<file path="src/rtl/sample_req_sched.sv">
// Round-robin scheduler turning serializer sample accepts into generator requests.
// Optional saturating overrun counter (ovr_cnt) built only with SAMPLE_REQ_SCHED_OVR_CNT_EN.
module sample_req_sched #(
  parameter int NCH        = 2,
  parameter int MAP_OFFSET = 1
) (
  input  logic                    clk,
  input  logic                    reset,
  input  logic [NCH-1:0]          accepted,
  output logic                    gen_req,
  output logic [$clog2(NCH)-1:0]  gen_ch,
  input  logic                    gen_ack,
  input  logic                    gen_done,
  input  logic                    ovr_clr,
  output logic [NCH-1:0]          overrun
`ifdef SAMPLE_REQ_SCHED_OVR_CNT_EN
  , output logic [15:0]           ovr_cnt
`endif
);

  localparam int CW = $clog2(NCH);

  typedef enum logic [1:0] {IDLE, REQ, BUSY} state_t;

  state_t         state;
  logic [NCH-1:0] pending;
  logic [NCH-1:0] set_vec;
  logic [NCH-1:0] clr_vec;
  logic [NCH-1:0] ovr_ev;
  logic [CW-1:0]  last;
  logic [CW-1:0]  pick;
  logic [CW-1:0]  cand;
  logic           pick_vld;

  // Channel k's accept requests a sample for the channel transmitting after it.
  for (genvar k = 0; k < NCH; k++) begin : g_map
    assign set_vec[(k + MAP_OFFSET) % NCH] = accepted[k];
  end

  // A same-cycle set beats the grant clear and is not an overrun.
  for (genvar j = 0; j < NCH; j++) begin : g_bit
    assign clr_vec[j] = (state == REQ) && gen_ack && (gen_ch == CW'(j));
    assign ovr_ev[j]  = set_vec[j] && pending[j] && !clr_vec[j];
  end

  always_comb begin
    pick_vld = 1'b0;
    pick     = '0;
    cand     = '0;
    for (int i = 0; i < NCH; i++) begin
      cand = CW'((int'(last) + 1 + i) % NCH);
      if (!pick_vld && pending[cand]) begin
        pick_vld = 1'b1;
        pick     = cand;
      end
    end
  end

  always_ff @(posedge clk or posedge reset) begin
    if (reset) begin
      state   <= IDLE;
      pending <= '0;
      overrun <= '0;
      gen_req <= 1'b0;
      gen_ch  <= '0;
      last    <= CW'(NCH - 1);
    end else begin
      pending <= (pending & ~clr_vec) | set_vec;
      overrun <= (ovr_clr ? '0 : overrun) | ovr_ev;
      case (state)
        IDLE: if (pick_vld) begin
          gen_ch  <= pick;
          gen_req <= 1'b1;
          state   <= REQ;
        end
        REQ: if (gen_ack) begin
          gen_req <= 1'b0;
          last    <= gen_ch;
          state   <= BUSY;
        end
        BUSY: if (gen_done) state <= IDLE;
        default: state <= IDLE;
      endcase
    end
  end

`ifdef SAMPLE_REQ_SCHED_OVR_CNT_EN
  logic [16:0] ev_n;
  logic [16:0] cnt_sum;

  always_comb begin
    ev_n = '0;
    for (int j = 0; j < NCH; j++) ev_n = ev_n + 17'(ovr_ev[j]);
    cnt_sum = (ovr_clr ? 17'd0 : {1'b0, ovr_cnt}) + ev_n;
  end

  always_ff @(posedge clk or posedge reset) begin
    if (reset) ovr_cnt <= '0;
    else       ovr_cnt <= cnt_sum[16] ? 16'hFFFF : cnt_sum[15:0];
  end
`endif

endmodule

</file>
<file path="config.mk">
export PLATFORM = sky130hd
export DESIGN_NAME = sample_req_sched
export DESIGN_NICKNAME = d
export VERILOG_FILES = /design/src/rtl/sample_req_sched.sv
export SDC_FILE = /design/constraint.sdc
export NUM_CORES = 1
export LEC_CHECK = 0
export BUFFER_PORTS_ARGS = -buffer_cell sky130_fd_sc_hd__buf_2
export CORE_AREA = 2 2 39 41
export DETAILED_ROUTE_END_ITERATION = 7
export DIE_AREA = 0 0 41 43
export PLACE_DENSITY = 0.46
export SLEW_MARGIN = 0
export SYNTH_ARGS = -nofsm -noshare
export SYNTH_HDL_FRONTEND = slang
export SYNTH_SLANG_ARGS = --single-unit
export TNS_END_PERCENT = 50
</file>
<file path="constraint.sdc">
create_clock -name clk -period 3.6 [get_ports clk]
set_clock_uncertainty 0.2 [all_clocks]
set_input_delay 0 -clock clk [delete_from_list [all_inputs] [get_ports clk]]
set_output_delay 0 -clock clk [all_outputs]
set_load 0.005 [all_outputs]
</file>
# Word-level counts from Yosys, hierarchy flattened
# Cells that the tools add are included.
# word_totals
register_bits	9
inputBits	7
output_inout_bits	4
word_cells	53
# op_classes
n_addsub	2
n_lt_le_gt_ge	2
n_eq_ne	5
muxes	16
bitwise_logic	5
reduce_logical	17
# ops
cell	n
two-way mux 1 bit	10
logical AND 1 bit	8
two-way mux 2 bit	4
inequality test 2 bit (second input constant)	3
case mux 2 bit (3 select lines)	1
AND reduction 3 bit	2
< comparator 1 x 2 -> 1 bit (second input constant)	2
bitwise OR 2 bit	2
AND reduction 2 bit	2
logical NOT 1 bit	3
adder 1 bit (second input constant)	2
bitwise AND 2 bit	1
== test 2 x 1 -> 1 bit (second input constant)	1
== test 2 bit (second input constant)	1
logical NOT 2 bit	1
inverter 2 bit	1
case mux 1 bit (2 select lines)	1
nonzero test 2 bit	1
inverter 1 bit	1

# Longest topological paths before layout
# Gate-level depths: netlist of run 1.
# logic_depth
depth_word	9
mapped_depth	3
depth_no_buf	3

# Least setup slack after synthesis of run 1
# OpenSTA, ideal clock, no wires.
# synth_path
kind	reg-to-reg
startpoint	register state[1]
endpoint	register overrun[0]
setup_ns	0.127
t_arrival_ns	0.838
required_time_ns	3.273
slack_ns	2.435
stages_incl_launch_ff	4
path_buffers	0
synth_period_minus_slack_ns	1.165
cell_sequence	dfrtp_1 nand3b_2 o21ai_2 o22ai_1
# synth_via
elab_chain_cells	6
# synth_lines
item	line	text
start, declared	25	state_t state;
start signal, assigned	61	state <= IDLE;
start signal, assigned	74	state <= REQ;
start signal, assigned	79	state <= BUSY;
== test 2 x 1 -> 1 bit	42	assign clr_vec[j] = (state == REQ) && gen_ack && (gen_ch == CW'(j));
logical AND 1 bit (2 in a row)	42	
logical NOT 1 bit	43	assign ovr_ev[j] = set_vec[j] && pending[j] && !clr_vec[j];
logical AND 1 bit	43	
bitwise OR 2 bit	69	overrun <= (ovr_clr ? '0 : overrun) | ovr_ev;
end signal, assigned	69	
end, declared	15	output logic [NCH-1:0] overrun
# Every way passes these cells.
# A chain may end at the register's enable or synchronous reset.

# Worst setup path in the final report of run 1
# layout_path
startpoint	register state[1]
endpoint	register pending[1]
# layout_via
elab_chain_cells	6
# layout_lines
item	line	text
== test 2 x 1 -> 1 bit	42	
logical AND 1 bit (2 in a row)	42	
inverter 2 bit	68	pending <= (pending & ~clr_vec) | set_vec;
bitwise AND 2 bit	68	
bitwise OR 2 bit	68	
end signal, assigned	68	
end, declared	26	logic [NCH-1:0] pending;
# Every way passes these cells.

==> metrics.md, run 1 <==
| Metric | Value |
|---|---|
| Clk pwr share | 19.3% |
| Area grow syn2layout | 52.5% |
| Initial antenna violation count | 0 |
| FF-to-FF Start | state[1] |
| Nets@finish | between 60 and 70 |
| Simple-Gate Fraction of Synth Area | 20.1% |
| Mux share of post-synthesis cell area | 0% |
| Total power draw | about 0.00040 W |
| Sw Share | between 30% and 40% |
| DR DRC count | 0 |
| Worst endpoint data arrival time | about 1.7 ns |
| Final worst-path cycle share | 50.0% |
| Power per cell area | 695 nW/um2 |
| Final min period | roughly 1.8 ns |
| Via count | roughly 340 |
| Number of setup buffers added after CTS | 0 |
| Vias per cell | 4.47 |
| Largest net degree at the start of global routing | 10 |
| Sequential fraction of the synthesis area | about three fifths |
| Root Driver | clkbuf_4 |
| # diodes | 0 |
| Initial DRC count | 3 |
| Fmax | 556 MHz |
| Core area | approximately 1400 um2 |
| Final setup fails | 0 |
| Final Hold Vio Count | 0 |
| Top-Level Pins | 11 |
| Number of CTS-inserted buffers | 3 |
| Finished Layout Cells | between 70 and 80 |
| Synthesis-stage register bit count | 9 |
| Wire length per cell | between 10 and 15 um |
| Synth Area per Inst | between 10 and 15 um2 |
| Worst reg2reg path depth | 3 |
| Final wirelength | around 840 um |
| I/O Buffers | 10 |
| # placed instances | slightly above 60 |
| Syn_nets | 42 |
| Gr usage total | approximately 13% |
| Die Y | approximately 43 um |
| Worst Hold Class | in -> async |
| Die area | roughly 1800 um2 |
| Hold slack final | around 0.043 ns |
| Cell area after synthesis | between 300 and 400 um2 |
| Sequential power share | approximately 48% |
| Initial core utilization | 27.0% |
| Most frequent cells in the layout | dlygate4sd3_1 (10), buf_2 (10), dfrtp_1 (8) |
| Clock sink count | 9 |
| HPWL after DPL | 589 um |
| Lkg Pwr | 0.267 nW |
| Rel. slew slack | ~77% |
| Cell variety after synth | 19 |
| XOR/XNOR Fraction of Synth Area | 0% |
| Chip Width | 41 um |
| Setup TNS | 0 ns |
| Outcome | finished clean |
| NetSw | about 0.00013 W |
| 1st-pass router iterations | 2 |
| Yosys top cell area share | 53.5% |
| Largest family of logic cells by synthesized area | simple AND/OR/NAND/NOR gates |
| Routability cong. | roughly 0.70 |
| Post-Synth Adder-Cell Area | 0% |
| Comb power frac | about a third |
| Worst Setup Start Kind | register |
| Layout cells sized above 1 | around 27% |
| Cts hold-fix bufs | 10 |
| Met3 Track Usage GR | under 10% |
| Reg2Reg Capture Point | pending[1] |
| Crit path kind | reg -> reg |
| RSZ-0062 raised after global routing | no |
| Grt total ovfl | 0 |
| Measured slew at the worst slew-check pin | between 0.3 and 0.4 ns |
| Worst VDD drop | around 0.36 mV |
| Internal Power | 0.000268 W |
| Synth area leaders | dfrtp_1 (54%), dfstp_2 (7.0%), nand2_1 (5.0%) |
| Clock buffer depth | 2 |
| Met2 GRT Util | roughly a fifth |
| CP endpoint kind | register |
| Synth Instances | 35 |
| Synth Area in Compound Gates | between 10% and 20% |
| Clk_lat worst skew | 0.25 ns |
| ANT nets after route | 0 |
| Slew Limit Fails | 0 |
| CP required | about 3.5 ns |
| First-pass GRT wire length | about 1400 um |
| Post-cts resize count | 0 |
| Reg2reg setup slack | between 1.5 and 2 ns |
| Cell taking the most area after synthesis | dfrtp_1 |
| Met1 Use GR | a little over an eighth |
| Max_cap viols | 0 |
| Crit Path Max Fanout | 6 |
| Worst-path clk slew | around 0.060 ns |
| TritonCTS clock tree | built |
| # rows | 14 |
| Htree depth | 1 |
| YS warnings | 0 |
| Busiest grt layer | met2 |
| Vias in the first global route | approximately 340 |
## routing by layer
| metal | up-vias | part of all wire [%] |
|---|---|---|
| met5 | - | 0 |
| met1 | 159 | 43 |
| met4 | 0 | 0.95 |
| met2 | 6 | 53 |
| li1 | 168 | - |
| met3 | 2 | 3.6 |
## stage by stage
step	worst slack (ns)	instance area (um2)	util, %
4_1_cts	1.81	571	41.2
6_report	1.80	571	41.2
3_3_place_gp	2.38	444	32.1
5_1_grt	1.74	571	41.2
2_1_floorplan	2.43	374	-
3_5_place_dp	2.33	444	32.1
## flip-flops by register name, summed over array words and instances, names as in the netlist
register  count
overrun       2
pending       2
state         2
gen_ch        1
gen_req       1
last          1
## worst max path at each step
| stage | startpoint | end | slack [ns] | depth (start not counted) |
|---|---|---|---|---|
| finish | state[1] | pending[1] | 1.80 | 3 |
| CTS | state[1] | pending[0] | 1.81 | 4 |
| detailed placement | state[1] | overrun[0] | 2.33 | 3 |
| floorplan | state[1] | overrun[0] | 2.43 | 3 |
| global placement | state[1] | overrun[0] | 2.38 | 3 |
| global route | state[1] | overrun[1] | 1.74 | 4 |
## worst max-delay path: stages, from the launching register on
cell           delay, ns
dfrtp_1             0.43
nand4b_1            0.28
a21o_1              0.22
dlygate4sd3_1       0.54
## synthesized netlist by cell type
| cell | count |
|---|---|
| dfrtp_1 | 8 |
| nand2_1 | 5 |
| inv_1 | 4 |
| nand2b_1 | 2 |
| nor2_1 | 2 |
| a211oi_1 | 1 |
| a21o_1 | 1 |
| a32o_1 | 1 |
| and3_1 | 1 |
| dfstp_2 | 1 |
| nand3_1 | 1 |
| nand3b_2 | 1 |
| nand4b_1 | 1 |
| nor3_1 | 1 |
| o21ai_0 | 1 |
| o21ai_1 | 1 |
| o21ai_2 | 1 |
| o21bai_1 | 1 |
| o22ai_1 | 1 |
## kinds of logic after synthesis
group | count (synthesis)
AO/OA/AOI/OAI | 8
buffers and inverters | 4
flip-flops | 9
AND/OR/NAND/NOR | 14
## final cells by class
type	count	area (um2)
Timing Repair Buffer	20	150
Inverter	4	15.0
Tap cell	16	20.0
Clock buffer	4	26.3
Fill cell	141	813
Sequential cell	9	226
Multi-Input combinational cell	22	133
## power groups by stage
stage / registers, W / clock network, W / logic (W)
6_report: 0.000188 / 0.0000767 / 0.000131
5_1_grt: 0.000196 / 0.0000861 / 0.000148
4_1_cts: 0.000188 / 0.0000808 / 0.000134
3_5_place_dp: 0.000190 / 0 / 0.000109
3_3_place_gp: 0.000187 / 0 / 0.000107
2_1_floorplan: 0.000182 / 0 / 0.0000718
Note: power is estimated with default switching activity, not from simulation.
==> run 2, diff against run 1 <==
==> constraint.sdc (replaced) <==
create_clock -name clk -period 1.8 [get_ports clk]
set_clock_uncertainty 0.2 [all_clocks]
set_input_delay 0 -clock clk [delete_from_list [all_inputs] [get_ports clk]]
set_output_delay 0 -clock clk [all_outputs]
set_load 0.005 [all_outputs]
==> run 2 against run 1 <==
  * Final cell count did not move
  * Utilization unchanged
  * Non-clock buffer count unchanged
  * Critical endpoint unchanged
  * Die area did not move
  * Global-route usage fell by 0.10 points
  * Routed wire length is 2.8% lower
  * Sequential power up 96%
==> metrics.md, run 2 (same netlist as run 1, synthesis figures left out) <==
| Metric | Value |
|---|---|
| Outcome | finished clean |
| FF-to-FF Start | state[1] |
| Clock buffer depth | 2 |
| Grt total ovfl | 0 |
| Final setup fails | 0 |
| Clock sink count | 9 |
| ANT nets after route | 0 |
| Crit path kind | reg -> reg |
| Area grow syn2layout | 52.5% |
| Worst-path clk slew | ~0.06 ns |
| Leading registers by flop count | overrun (2), pending (2), state (2) |
| Filler cells | 141 |
| Initial core utilization | a little over a quarter |
| Final worst-path cycle share | 96.2% |
| Crit Path Max Fanout | 3 |
| Die area | approximately 1800 um2 |
| CP endpoint kind | register |
| Final min period | between 1.5 and 2 ns |
| Vias in the first global route | 339 |
| Number of CTS-inserted buffers | 3 |
| Worst endpoint data arrival time | 1.67 ns |
| Slew Limit Fails | 0 |
| Max_cap viols | 0 |
| HPWL after DPL | between 500 and 600 um |
| Fmax | slightly below 600 MHz |
| I/O Buffers | 10 |
| DR DRC count | 0 |
| Setup TNS | 0 ns |
| Measured slew at the worst slew-check pin | roughly 0.35 ns |
| RSZ-0062 raised after global routing | no |
| CP required | approximately 1.7 ns |
| Htree depth | 1 |
| Wire length per cell | approximately 11 um |
| # rows | 14 |
| Power per cell area | ~1400 nW/um2 |
| Vias per cell | between 4 and 5 |
| Worst Setup Start Kind | register |
| Chip Width | between 40 and 50 um |
| Worst Hold Class | in -> async |
| Final Hold Vio Count | 0 |
| Worst reg2reg path depth | 3 |
| Nets@finish | 67 |
| # diodes | 0 |
| Die Y | around 43 um |
| Worst VDD drop | between 0.7 and 0.8 mV |
| Routability cong. | around 0.70 |
| Clk_lat worst skew | roughly 0.25 ns |
| Largest net degree at the start of global routing | 10 |
| 1st-pass router iterations | 2 |
| Layout cells sized above 1 | roughly a third |
| Root Driver | clkbuf_4 |
| Lkg Pwr | between 0.2 and 0.3 nW |
| Rel. slew slack | between 70% and 80% |
| Via count | ~330 |
| Initial DRC count | 3 |
| TritonCTS clock tree | built |
| Gr usage total | 12.7% |
| Reg2Reg Capture Point | pending[1] |
| Core area | approximately 1400 um2 |
| First-pass GRT wire length | about 1400 um |
| Hold slack final | 0.0422 ns |
| Initial antenna violation count | 0 |
| Reg2reg setup slack | roughly 0.07 ns |
| Top-Level Pins | 11 |
| Most frequent cells in the layout | buf_2 (10), dlygate4sd3_1 (9), dfrtp_1 (6) |
| Final wirelength | between 800 and 900 um |
| Most common cell after layout, fill and taps aside | buf_2 |
==> run 2: routing by layer <==
| layer | share of wire (%) | track usage (%) | wire length [um] |
|---|---|---|---|
| met3 | 3.7 | 4.71 | 30 |
| met1 | 42 | 13.4 | 348 |
| met5 | 0 | 0 | 0 |
| met4 | 0.98 | 8.00 | 8 |
| met2 | 53 | 20.0 | 431 |
==> run 2: final cells by class <==
cell class | count | area, um2 | share of cell area, %
Inverter | 4 | 15.0 | 2.63
Tap cell | 16 | 20.0 | 3.51
Sequential cell | 9 | 229 | 40.1
Clock buffer | 4 | 26.3 | 4.61
Multi-Input combinational cell | 22 | 133 | 23.2
Timing Repair Buffer | 20 | 148 | 25.9
==> run 2: worst max-delay path by stage <==
stage	startpoint	endpoint	slack (ns)
floorplan	state[1]	overrun[0]	0.63
global placement	state[1]	overrun[0]	0.58
detailed placement	state[1]	overrun[0]	0.53
CTS	state[1]	pending[1]	0.02
global route	state[1]	overrun[1]	0.02
finish	state[1]	pending[1]	0.07
==> run 2: critical path, cell delays in order, from the launching register on <==
cell	delay (ns)
dfrtp_2	0.40
nand4b_1	0.25
a21o_1	0.22
dlygate4sd3_1	0.54
==> run 2: through the flow <==
stage          utilization [%]  power (W)  worst slack, ns  cells  cell area (um2)
3_3_place_gp              32.1   0.000589            0.581     61              444
4_1_cts                   40.5   0.000799           0.0155     74              561
5_1_grt                   41.2   0.000873           0.0216     75              571
3_5_place_dp              32.1   0.000597            0.530     61              444
2_1_floorplan                -   0.000508            0.635     35              374
6_report                  41.2   0.000802           0.0690     75              571
==> run 2: power breakdown <==
part | internal, W | leakage, nW | switching, W
Sequential | 0.000294 | 0.0970 | 0.0000746
Clock | 0.0000853 | 0.0150 | 0.0000678
Combinational | 0.000167 | 0.156 | 0.000113
==> run 2: timing repair <==
item / CTS / global route
endpoints found under the setup margin: 0 / 2
resized for setup: 0 / 2
endpoints found under the hold margin: 17 / 0
setup buffers: 0 / 1
hold buffers: 9 / 0
==> run 3, diff against run 2 <==
--- a/config.mk
+++ b/config.mk
@@ -6,10 +6,11 @@
 export NUM_CORES = 1
 export LEC_CHECK = 0
 export BUFFER_PORTS_ARGS = -buffer_cell sky130_fd_sc_hd__buf_2
-export CORE_AREA = 2 2 39 41
+export CORE_AREA = 3 3 40 42
 export DETAILED_ROUTE_END_ITERATION = 7
-export DIE_AREA = 0 0 41 43
+export DIE_AREA = 0 0 43 45
 export PLACE_DENSITY = 0.46
+export REMOVE_ABC_BUFFERS = 1
 export SLEW_MARGIN = 0
 export SYNTH_ARGS = -nofsm -noshare
 export SYNTH_HDL_FRONTEND = slang
==> run 3 against run 2 <==
  * Routed wire length increased by 3.7%
  * Total power about the same
  * Utilization increased by 3.4 points
  * Combinational power decreased by 5%
  * Die area increased by 9.8%
  * Largest power group unchanged
==> metrics.md, run 3 (same netlist as run 1, synthesis figures left out) <==
| Metric | Value |
|---|---|
| Slew Limit Fails | 0 |
| Number of CTS-inserted buffers | 3 |
| RSZ-0062 raised after global routing | yes |
| Clock sink count | 9 |
| CP peak stage delay | between 0.5 and 0.6 ns |
| Total power draw | between 0.0008 and 0.0009 W |
| Crit Path Max Fanout | 6 |
| CP required | 1.75 ns |
| Vias in the first global route | 368 |
| First-pass GRT wire length | around 1500 um |
| Top-Level Pins | 11 |
| Fmax | 568 MHz |
| Worst Setup Start Kind | register |
| Crit path kind | reg -> reg |
| Area occupied by multi-input gates | around 130 um2 |
| Routability cong. | just over 0.7 |
| Final setup fails | 0 |
| Largest net degree at the start of global routing | 10 |
| # rows | 13 |
| Outcome | finished clean |
| Hold slack final | around 0.047 ns |
| Gr usage total | a little under an eighth |
| Die Y | between 40 and 50 um |
| Rel. slew slack | between 70% and 80% |
| Power per cell area | around 1400 nW/um2 |
| Worst endpoint data arrival time | about 1.7 ns |
| Initial DRC count | 2 |
| Nets@finish | 67 |
| Via count | between 300 and 400 |
| Setup TNS | 0 ns |
| Filler cells | ~140 |
| ANT nets after route | 0 |
| 1st-pass router iterations | 2 |
| Crit path max-delay family | buffers and inverters |
| Most common cell after layout, fill and taps aside | buf_2 |
| DR DRC count | 0 |
| Register Area | 228 um2 |
| Most frequent cells in the layout | buf_2 (10), dlygate4sd3_1 (9), dfrtp_1 (7) |
| Pre-CTS setup slack | approximately 0.54 ns |
| Lkg Pwr | around 0.27 nW |
| CP endpoint kind | register |
| # diodes | 0 |
| Core area | about 1300 um2 |
| Leading registers by flop count | overrun (2), pending (2), state (2) |
| Worst-path clk slew | 0.06 ns |
| HPWL after DPL | between 600 and 700 um |
| Vias per cell | roughly 4.5 |
| Die area | roughly 1900 um2 |
| Measured slew at the worst slew-check pin | 0.332 ns |
| Wire length per cell | 11.5 um |
| Worst VDD drop | roughly 0.5 mV |
| Root Driver | clkbuf_4 |
| TritonCTS clock tree | built |
| Initial antenna violation count | 0 |
| Worst setup margin | 0.0383 ns |
| Final wirelength | ~850 um |
| Worst Hold Class | in -> async |
| Clock buffer depth | 2 |
| Final min period | 1.76 ns |
| Area grow syn2layout | 53.2% |
| Core Util, Final | about 45% |
| CP max stage cell | dlygate4sd3_1 |
| Number of setup buffers added after CTS | 0 |
| I/O Buffers | 10 |
| Grt total ovfl | 0 |
| Buf+Inv Stages, Crit Path | 1 |
| Initial core utilization | between 20% and 30% |
| Layout cells sized above 1 | approximately 29% |
| Clk_lat worst skew | between 0.2 and 0.3 ns |
| Final Hold Vio Count | 0 |
| Chip Width | about 43 um |
| Htree depth | 1 |
| Final worst-path cycle share | 97.9% |
| Max_cap viols | 0 |
| Cells along the critical path | nand3b_2 > o21ai_2 > nand2_1 > dlygate4sd3_1 |
-- run 3: power breakdown --
group	switching [W]	total (W)	internal [W]
clock	0.0000714	0.000157	0.0000855
sequential	0.0000850	0.000378	0.000293
combinational	0.000104	0.000267	0.000163
-- run 3: worst register-to-register path, cell delays in order, from the launching register on --
cell,delay (ns)
dfrtp_2,0.43
nand3b_2,0.25
o21ai_2,0.16
nand2_1,0.06
dlygate4sd3_1,0.54
-- run 3: routing by layer --
layer	track usage [%]	up-vias	wire, um
met2	18.3	10	400
met5	0	-	0
met4	10.8	0	36
li1	-	166	-
met1	12.5	150	370
met3	3.98	5	42
-- run 3: area by class of cell --
cell class                      instances  share of cell area, %
Clock buffer                            4                   4.59
Inverter                                4                   2.62
Multi-Input combinational cell         22                   23.1
Sequential cell                         9                   39.7
Tap cell                               15                   3.28
Timing Repair Buffer                   20                   26.6
-- run 3: final timing paths --
check                      depth (start not counted)  slack (ns)     start          to
min in group clk                                   2        0.28      last        last
max in group asynchronous                          3        1.06     reset        last
min                                                3        0.05     reset  overrun[0]
max reg2reg                                        4        0.04  state[1]  pending[0]
min reg2reg                                        2        0.28      last        last
max                                                4        0.04  state[1]  pending[0]
-- run 3: metrics by stage --
stage | cells | cell area, um2
global route | 74 | 573
finish | 74 | 573
floorplan | 35 | 374
detailed placement | 60 | 443
CTS | 74 | 569
global placement | 60 | 443
-- run 3: timing repair --
action	4_1_cts	5_1_grt
endpoints found under the hold margin	17	0
hold buffers	10	0
setup endpoints to repair	0	3
gates resized for setup	0	2
